### src/rtl/apu_i2s_tx.sv
// I2S transmitter for the APU mix: box-averages the input over each frame and sends it mono on L and R.
// Build option APU_I2S_DC_BLOCK_EN adds a first-order DC blocker on the per-frame sample.
module apu_i2s_tx #(
  parameter int AUDIO_DEPTH    = 16,
  parameter int BCLK_HALF_LOG2 = 2
) (
  input  logic                   clk,
  input  logic                   rst,
  input  logic [AUDIO_DEPTH-1:0] audio,
  input  logic                   audio_en,
  output logic                   i2s_bclk,
  output logic                   i2s_lrclk,
  output logic                   i2s_sdata,
  output logic [AUDIO_DEPTH-1:0] sample_o,
  output logic                   sample_stb
);

  localparam int CW = BCLK_HALF_LOG2 + 7;
  localparam int AW = AUDIO_DEPTH + CW;
  localparam logic [AUDIO_DEPTH-1:0] MID = {1'b1, {(AUDIO_DEPTH-1){1'b0}}};

  logic [CW-1:0]          cnt, cnt_nxt;
  logic [AW-1:0]          acc, acc_sum;
  logic [AUDIO_DEPTH-1:0] term, avg, raw, sample_nxt;
  logic [5:0]             b_nxt, p_nxt;
  logic [31:0]            word;
  logic                   sdata_nxt;
  logic                   frame_end;

  always_comb begin
    cnt_nxt   = cnt + 1'b1;
    frame_end = &cnt;
    term      = audio_en ? audio : MID;
    acc_sum   = acc + {{CW{1'b0}}, term};
    avg       = acc_sum[AW-1:CW];
    raw       = {~avg[AUDIO_DEPTH-1], avg[AUDIO_DEPTH-2:0]};
    b_nxt     = cnt_nxt[CW-1:BCLK_HALF_LOG2+1];
    p_nxt     = b_nxt - 6'd1;
    // Left-justified slot word; bit 31-s is word[~s] for a 5-bit slot index.
    word      = {sample_o, {(32-AUDIO_DEPTH){1'b0}}};
    sdata_nxt = word[~p_nxt[4:0]];
  end

`ifdef APU_I2S_DC_BLOCK_EN
  localparam int DW = AUDIO_DEPTH + 2;
  localparam logic [AUDIO_DEPTH-1:0] SMAX = {1'b0, {(AUDIO_DEPTH-1){1'b1}}};
  localparam logic [AUDIO_DEPTH-1:0] SMIN = {1'b1, {(AUDIO_DEPTH-1){1'b0}}};

  logic        [AUDIO_DEPTH-1:0] x_prev, y_prev;
  logic signed [DW-1:0]          x_e, xp_e, yp_e, y;

  always_comb begin
    x_e  = {{2{raw[AUDIO_DEPTH-1]}}, raw};
    xp_e = {{2{x_prev[AUDIO_DEPTH-1]}}, x_prev};
    yp_e = {{2{y_prev[AUDIO_DEPTH-1]}}, y_prev};
    y    = x_e - xp_e + yp_e - (yp_e >>> 10);
    // In range only when the three top bits agree.
    if ((&y[DW-1:AUDIO_DEPTH-1]) || !(|y[DW-1:AUDIO_DEPTH-1]))
      sample_nxt = y[AUDIO_DEPTH-1:0];
    else
      sample_nxt = y[DW-1] ? SMIN : SMAX;
  end

  always_ff @(posedge clk) begin
    if (rst) begin
      x_prev <= '0;
      y_prev <= '0;
    end else if (frame_end) begin
      x_prev <= raw;
      y_prev <= sample_nxt;
    end
  end
`else
  always_comb sample_nxt = raw;
`endif

  always_ff @(posedge clk) begin
    if (rst) begin
      cnt        <= '0;
      acc        <= '0;
      i2s_bclk   <= 1'b0;
      i2s_lrclk  <= 1'b0;
      i2s_sdata  <= 1'b0;
      sample_o   <= '0;
      sample_stb <= 1'b0;
    end else begin
      cnt        <= cnt_nxt;
      i2s_bclk   <= cnt_nxt[BCLK_HALF_LOG2];
      i2s_lrclk  <= cnt_nxt[CW-1];
      i2s_sdata  <= sdata_nxt;
      sample_stb <= frame_end;
      if (frame_end) begin
        acc      <= '0;
        sample_o <= sample_nxt;
      end else begin
        acc      <= acc_sum;
      end
    end
  end

endmodule
### config.mk
export PLATFORM = sky130hd
export DESIGN_NAME = apu_i2s_tx
export DESIGN_NICKNAME = d
export VERILOG_FILES = /design/src/rtl/apu_i2s_tx.sv
export SDC_FILE = /design/constraint.sdc
export NUM_CORES = 1
export LEC_CHECK = 0
export ABC_CLOCK_PERIOD_IN_PS = 3000
export CORE_ASPECT_RATIO = 2
export CORE_MARGIN = 4
export CORE_UTILIZATION = 50
export CTS_CLUSTER_SIZE = 28
export DETAILED_ROUTE_END_ITERATION = 7
export GPL_ROUTABILITY_DRIVEN = 0
export PLACE_DENSITY = 0.74
export SLEW_MARGIN = 25
export SYNTH_ARGS = -nofsm -noshare
export SYNTH_HDL_FRONTEND = slang
export SYNTH_SLANG_ARGS = --single-unit
### constraint.sdc
create_clock -name clk -period 3 [get_ports clk]
set_input_delay 0.9 -clock clk [delete_from_list [all_inputs] [get_ports clk]]
set_output_delay 0.9 -clock clk [all_outputs]
set_load 0.02 [all_outputs]
==> results.toml, run 1 <==
[finish]
final_common_cell = "buf_4"
fin_util_pct = 70.2
fill_cells = 548
layout_common_cells = "buf_4 (59), dfxtp_1 (52), clkdlybuf4s50_1 (35)"
drive_gt1_share_pct = 23.9
diodes = 0
area_delta_synth_final_pct = 36.6
nets = 528

[floorplanning]
start_util_pct = 51.4
fp-row-count = 42
die_w_um = 66.3
io_pins = 39
core-area_um2 = 6620
dieArea_um2 = 8260
fp.dieH_um = 125

[sta]
fin_crit_sh_pct = 98.5
setup_viol = 0
final_max_slew_viol_count = 0
fin_crit_ps = 2960
fmax_mhz = 338
finClkSkew_ps = 7.27
post-route-worst-setup-slack_ps = 44.8
worst_slew_pin_slew_ps = 491
hold_viol = 0
slew_headroom_pct = 67.3

[worst_hold_path]
min_delay_path_depth = 1
hp-class = "reg2reg"

[clock_network]
htree_levels = 2
insertion_delay_ps = 300
holdBufCountCts = 0
cts_tree = "yes"
cts_root_buf = "clkbuf_16"
cts-buffers-inserted = 5
clockBufferDepth = 2
clkTransAtPathRegs_ps = 70
cts.sinks = 52

[pwr]
switching_share_pct = 29.8
ir_worst_vdd_uv = 333
power_density_nw_per_um2 = 437
power_switching_uw = 604
pwr-share-clk_pct = 34.4
p_total_uw = 2030
p_leak_uw = 0.00186
p_comb_share_pct = 27.9
p_seq_share_pct = 37.7
internal_power_uw = 1430

[routing]
vias = 3473
drt-total-wl_um = 10200
vias_per_cell = 6.01
drtIter0Drc = 366
wl_per_cell_um = 17.7
first_pass_iters = 4
drtAntennaViolNets = 0
drc = 0

[global_route]
antenna_found_initial = 0
grt_util_met1_pct = 24.7
grt_util_met2_pct = 46.1
grt_pass1_wl_um = 16600
grt_overflow = 0
grt_max_degree = 24
busiest_layer = "met2"
grt_pass1_vias = 3610
met3_usage_pct = 3.88
grt_use_total_pct = 25.7

[setup_path]
required_ps = 3240
arrival_ps = 3200
r2r_end = "i2s_sdata$_SDFF_PP0_"
critPathLaunchType = "input pin"
path_class = "in2reg"
cp-endpoint = "sample_o[4]$_SDFFE_PP0P_"
cp-startpoint = "audio[3]"
reg2reg_depth = 8
r2r_slack_ps = 330
worst_setup_path_end_kind = "flop"
cp_max_fo = 5
r2r_start = "cnt[0]$_SDFF_PP0_"

[yosys]
synthMuxAreaShare_pct = 1.47
synth-compound-area-share_pct = 23.7
synth_edf_count = 0
synth_cell_types = 70
syn_area_um2 = 3400
synthSimpleGateAreaFrac_pct = 25.5
yosys.area.top_type = "dfxtp_1"
synth_fp_nets = 444
yosysWarnings = 0
synth_top_area_share_pct = 30.6
ys_seq_area_share_pct = 30.6
syn_inst = 405
synthXorXnorAreaFrac_pct = 6.40
synth_ff_type = "dfxtp_1"
synthArstFlopShare_pct = 0
ys_ff_latch = 52
avgSynthCellArea_um2 = 8.40
yosys-top-cells-area = "dfxtp_1 (31%), ha_1 (7.0%), a21oi_1 (4.6%), nand2_1 (3.8%), nor2_1 (3.4%)"
synth-adder-area-share_pct = 7.58
synth_top_family_by_area = "simple AND/OR/NAND/NOR gates"

[job]
cap_violations = 0

[placed_design]
place_hpwl_um = 7230
pre_cts_slack_ps = -513
portBuffers = 38

[status]
outcome = "finished, final reports clean"
==> worst min-delay path by stage <==
stage	from	to
floorplan	cnt[0]$_SDFF_PP0_	cnt[0]$_SDFF_PP0_
global placement	cnt[0]$_SDFF_PP0_	cnt[0]$_SDFF_PP0_
detailed placement	cnt[0]$_SDFF_PP0_	cnt[0]$_SDFF_PP0_
CTS	cnt[0]$_SDFF_PP0_	cnt[0]$_SDFF_PP0_
global route	cnt[0]$_SDFF_PP0_	cnt[0]$_SDFF_PP0_
finish	cnt[0]$_SDFF_PP0_	cnt[0]$_SDFF_PP0_
==> through the flow <==
stage                     setup TNS (ps)  hold slack (ps)  area (um2)  std cells
after floorplan                    -97.0              447        3420        405
after global placement            -12480              466        4220        564
after detailed placement          -13640              472        4220        564
after CTS                              0              490        4530        576
after global routing               -90.9              535        4650        578
final                                  0              491        4650        578
==> what timing repair did <==
item                                    4_1_cts  5_1_grt
endpoints found under the setup margin       27       23
resized for setup                            18       23
pin swaps                                    17        9
gates cloned                                  1        0
setup buffers                                 3        2
==> worst max-delay path, cell delays in order <==
cell             delay [ps]
clkdlybuf4s50_1         460
and2_4                  150
ha_4                    200
a21o_1                  190
a21oi_2                 130
buf_4                   130
a21oi_4                  60
buf_12                  150
buf_4                   140
buf_4                   120
or4_1                   490
nand3_2                  70
==> cell families after synthesis <==
| kind of cell | count (synthesis) |
|---|---|
| simple gates | 162 |
| compound gates | 112 |
| flops | 52 |
| buf+inv | 35 |
| fa+ha+maj | 20 |
| xor+xnor | 19 |
| mux | 5 |
==> area by class of cell <==
class	count	area [um2]	share of cell area [%]
Multi-Input combinational cell	319	2420	52.0
Sequential cell	52	1040	22.4
Timing Repair Buffer	99	856	18.4
Clock buffer	6	139	2.99
Tap cell	88	110	2.37
Inverter	12	45.0	0.969
Clock inverter	2	38.8	0.835
==> layer usage <==
layer	vias to the layer above	share of wire (%)	wire length (um)
met5	-	0	0
met4	0	7.4	760
met3	45	4.3	444
met2	120	55	5610
met1	1638	33	3420
li1	1670	-	-
==> state kept, by name, summed over array words and instances, names as in the netlist <==
register / count
acc: 25
sample_o: 16
cnt: 8
i2s_lrclk: 1
i2s_sdata: 1
sample_stb: 1
==> power by group through the flow <==
| stage | clock (uW) | sequential [uW] | combinational, uW |
|---|---|---|---|
| 2_1_floorplan | 0 | 764 | 289 |
| 3_3_place_gp | 0 | 769 | 493 |
| 3_5_place_dp | 0 | 771 | 505 |
| 4_1_cts | 700 | 761 | 538 |
| 5_1_grt | 721 | 769 | 613 |
| 6_report | 698 | 764 | 567 |
==> synthesized netlist by cell type (3+ instances only) <==
library cell	number
xnor2_1	7
nor2_1	31
o21ai_0	17
nand4_1	9
buf_2	6
clkbuf_1	12
nand2_1	34
nand3_1	21
a31oi_1	4
a21o_1	6
a21oi_1	31
nand3b_1	3
nand2b_1	5
nor2b_1	4
a311oi_1	5
and3_1	4
nor3_1	7
and2_1	18
ha_1	19
a22oi_1	3
a32oi_1	4
xor2_1	9
mux2i_1	5
a2111o_1	9
o31ai_1	3
o21ai_1	7
nor4b_1	3
dfxtp_1	52
nor4_1	4
inv_1	12
Note: power is estimated with default switching activity, not from simulation.
==> inputs of run 2 (changes only) <==
--- a/config.mk
+++ b/config.mk
@@ -12,7 +12,9 @@
 export CTS_CLUSTER_SIZE = 28
 export DETAILED_ROUTE_END_ITERATION = 7
 export GPL_ROUTABILITY_DRIVEN = 0
+export MAX_ROUTING_LAYER = met4
 export PLACE_DENSITY = 0.74
+export REMOVE_ABC_BUFFERS = 1
 export SLEW_MARGIN = 25
 export SYNTH_ARGS = -nofsm -noshare
 export SYNTH_HDL_FRONTEND = slang
==> run 2 against run 1 <==
Final area is 0.73% lower; power fell by 4.9%; via count fell by 1.5%; cell count rose by 0.52%; register-to-register slack got worse by 140 ps; sequential power is essentially flat; maximum frequency grew 0.39%; clock skew fell by 3.3 ps; highest routed layer unchanged.
==> results.toml, run 2 (synthesis results as in run 1) <==
[clock_network]
clockBufferDepth = 2
clkTransAtPathRegs_ps = 70
cts-buffers-inserted = 5
cts_root_buf = "clkbuf_16"
cts.sinks = 52
cts_tree = "yes"
holdBufCountCts = 0
insertion_delay_ps = 300
htree_levels = 2

[floorplanning]
start_util_pct = 51.4
fp.dieH_um = 125
core-area_um2 = 6620
dieArea_um2 = 8260
die_w_um = 66.3
fp-row-count = 42
io_pins = 39

[routing]
wl_per_cell_um = 16.5
drt-total-wl_um = 9610
met1_length_um = 3350
vias_per_cell = 5.89
drc = 0
vias = 3422
wl_met3_um = 272
drtAntennaViolNets = 0
route.met2.wl_um = 5460
top_layer = "met4"
drtIter0Drc = 219
first_pass_iters = 4

[pwr]
p_leak_uw = 0.00188
p_total_uw = 1930
ir_worst_vdd_uv = 356
power_density_nw_per_um2 = 418

[finish]
diodes = 0
fill_cells = 542
area_delta_synth_final_pct = 35.7
reg_top3 = "acc (25), sample_o (16), cnt (8)"
final_common_cell = "buf_4"
stdcell_count = 581
largest_register_ffs = 25
regArea_um2 = 1040
nets = 531
drive_gt1_share_pct = 23.3
multiInputGateArea_um2 = 2400
layout_common_cells = "buf_4 (61), dfxtp_1 (52), nand2_1 (34)"
regMostFlops = "acc"

[sta]
hold_viol = 0
slew_headroom_pct = 66.8
final_max_slew_viol_count = 0
setup_viol = 0
fmax_mhz = 340
rsz0062_at_grt = "yes"
fin_tns_setup_ps = 0
fin_crit_sh_pct = 98.1
worst_slew_pin_slew_ps = 498
finClkSkew_ps = 3.98
fin_crit_ps = 2940

[job]
cap_violations = 0

[worst_hold_path]
worstHoldStart = "cnt[0]$_SDFF_PP0_"
hp-class = "reg2reg"
hold_path_end = "cnt[0]$_SDFF_PP0_"
min_delay_path_depth = 1

[setup_path]
path_class = "in2reg"
arrival_ps = 3150
required_ps = 3200
reg2reg_depth = 8
critPathLaunchType = "input pin"
r2r_slack_ps = 190
r2r_start = "cnt[0]$_SDFF_PP0_"
cp_max_fo = 6
r2r_end = "i2s_sdata$_SDFF_PP0_"
worst_setup_path_end_kind = "flop"

[status]
outcome = "finished, final reports clean"

[global_route]
grt_use_total_pct = 23.2
grt_max_degree = 26
grt_pass1_wl_um = 14600
grt_overflow = 0
grt_pass1_vias = 3270
antenna_found_initial = 0

[placed_design]
portBuffers = 38
place_hpwl_um = 6820
placedCellCount = 562
run 2: power by group:
| group | switching [uW] | total [uW] | internal, uW | leakage, uW |
|---|---|---|---|---|
| Clock | 266 | 578 | 312 | 0.0000671 |
| Sequential | 31.2 | 764 | 733 | 0.000423 |
| Combinational | 290 | 588 | 298 | 0.00139 |
| Total | 587 | 1930 | 1340 | 0.00188 |
run 2: cell type report:
cell class                 instances  share of cell area (%)
multi-input combinational        319                    52.0
tap                               88                    2.39
clock inverter                     2                   0.353
clock buffer                       6                    2.79
inverter                          12                   0.976
timing repair buffer             102                    18.9
sequential                        52                    22.6
run 2: critical path, stage by stage:
cell and delay [ps]:
clkdlybuf4s50_1 410, and2_4 170, ha_4 280, and4_4 270
nand3_4 90, a21oi_4 310, nor3_4 100, or4b_1 520
o311ai_1 90
run 2: worst max path at each step:
stage	start	endpoint	slack (ps)	cells after the start
after floorplan	audio[0]	sample_o[9]$_SDFFE_PP0P_	-60	9
after global placement	audio_en	sample_o[9]$_SDFFE_PP0P_	-700	10
after detailed placement	audio_en	sample_o[9]$_SDFFE_PP0P_	-770	10
after CTS	audio[1]	sample_o[9]$_SDFFE_PP0P_	10	9
after global routing	audio[9]	sample_o[3]$_SDFFE_PP0P_	-70	11
final	audio[6]	sample_o[2]$_SDFFE_PP0P_	60	9
run 2: per-stage QoR:
stage / setup WS, ps / util [%] / hold WS (ps) / cell area [um2]
6_report: 56.3 / 69.7 / 499 / 4610
3_5_place_dp: -766 / 63.1 / 481 / 4180
5_1_grt: -70.6 / 69.7 / 534 / 4610
4_1_cts: 13.7 / 65.9 / 498 / 4370
3_3_place_gp: -698 / 63.1 / 467 / 4180
2_1_floorplan: -62.7 / - / 447 / 3280
run 2: what timing repair did:
| action | CTS | global route |
|---|---|---|
| setup buffers | 3 | 7 |
| cloned | 0 | 1 |
| setup endpoints to repair | 35 | 24 |
| resized for setup | 12 | 35 |
| pin swaps | 7 | 26 |
run 2: routing by layer:
layer  GRT usage (%)  vias up
met3            2.80       34
met1            21.7     1632
met4            12.3        0
li1                -     1677
met5               -        -
met2            43.2       79
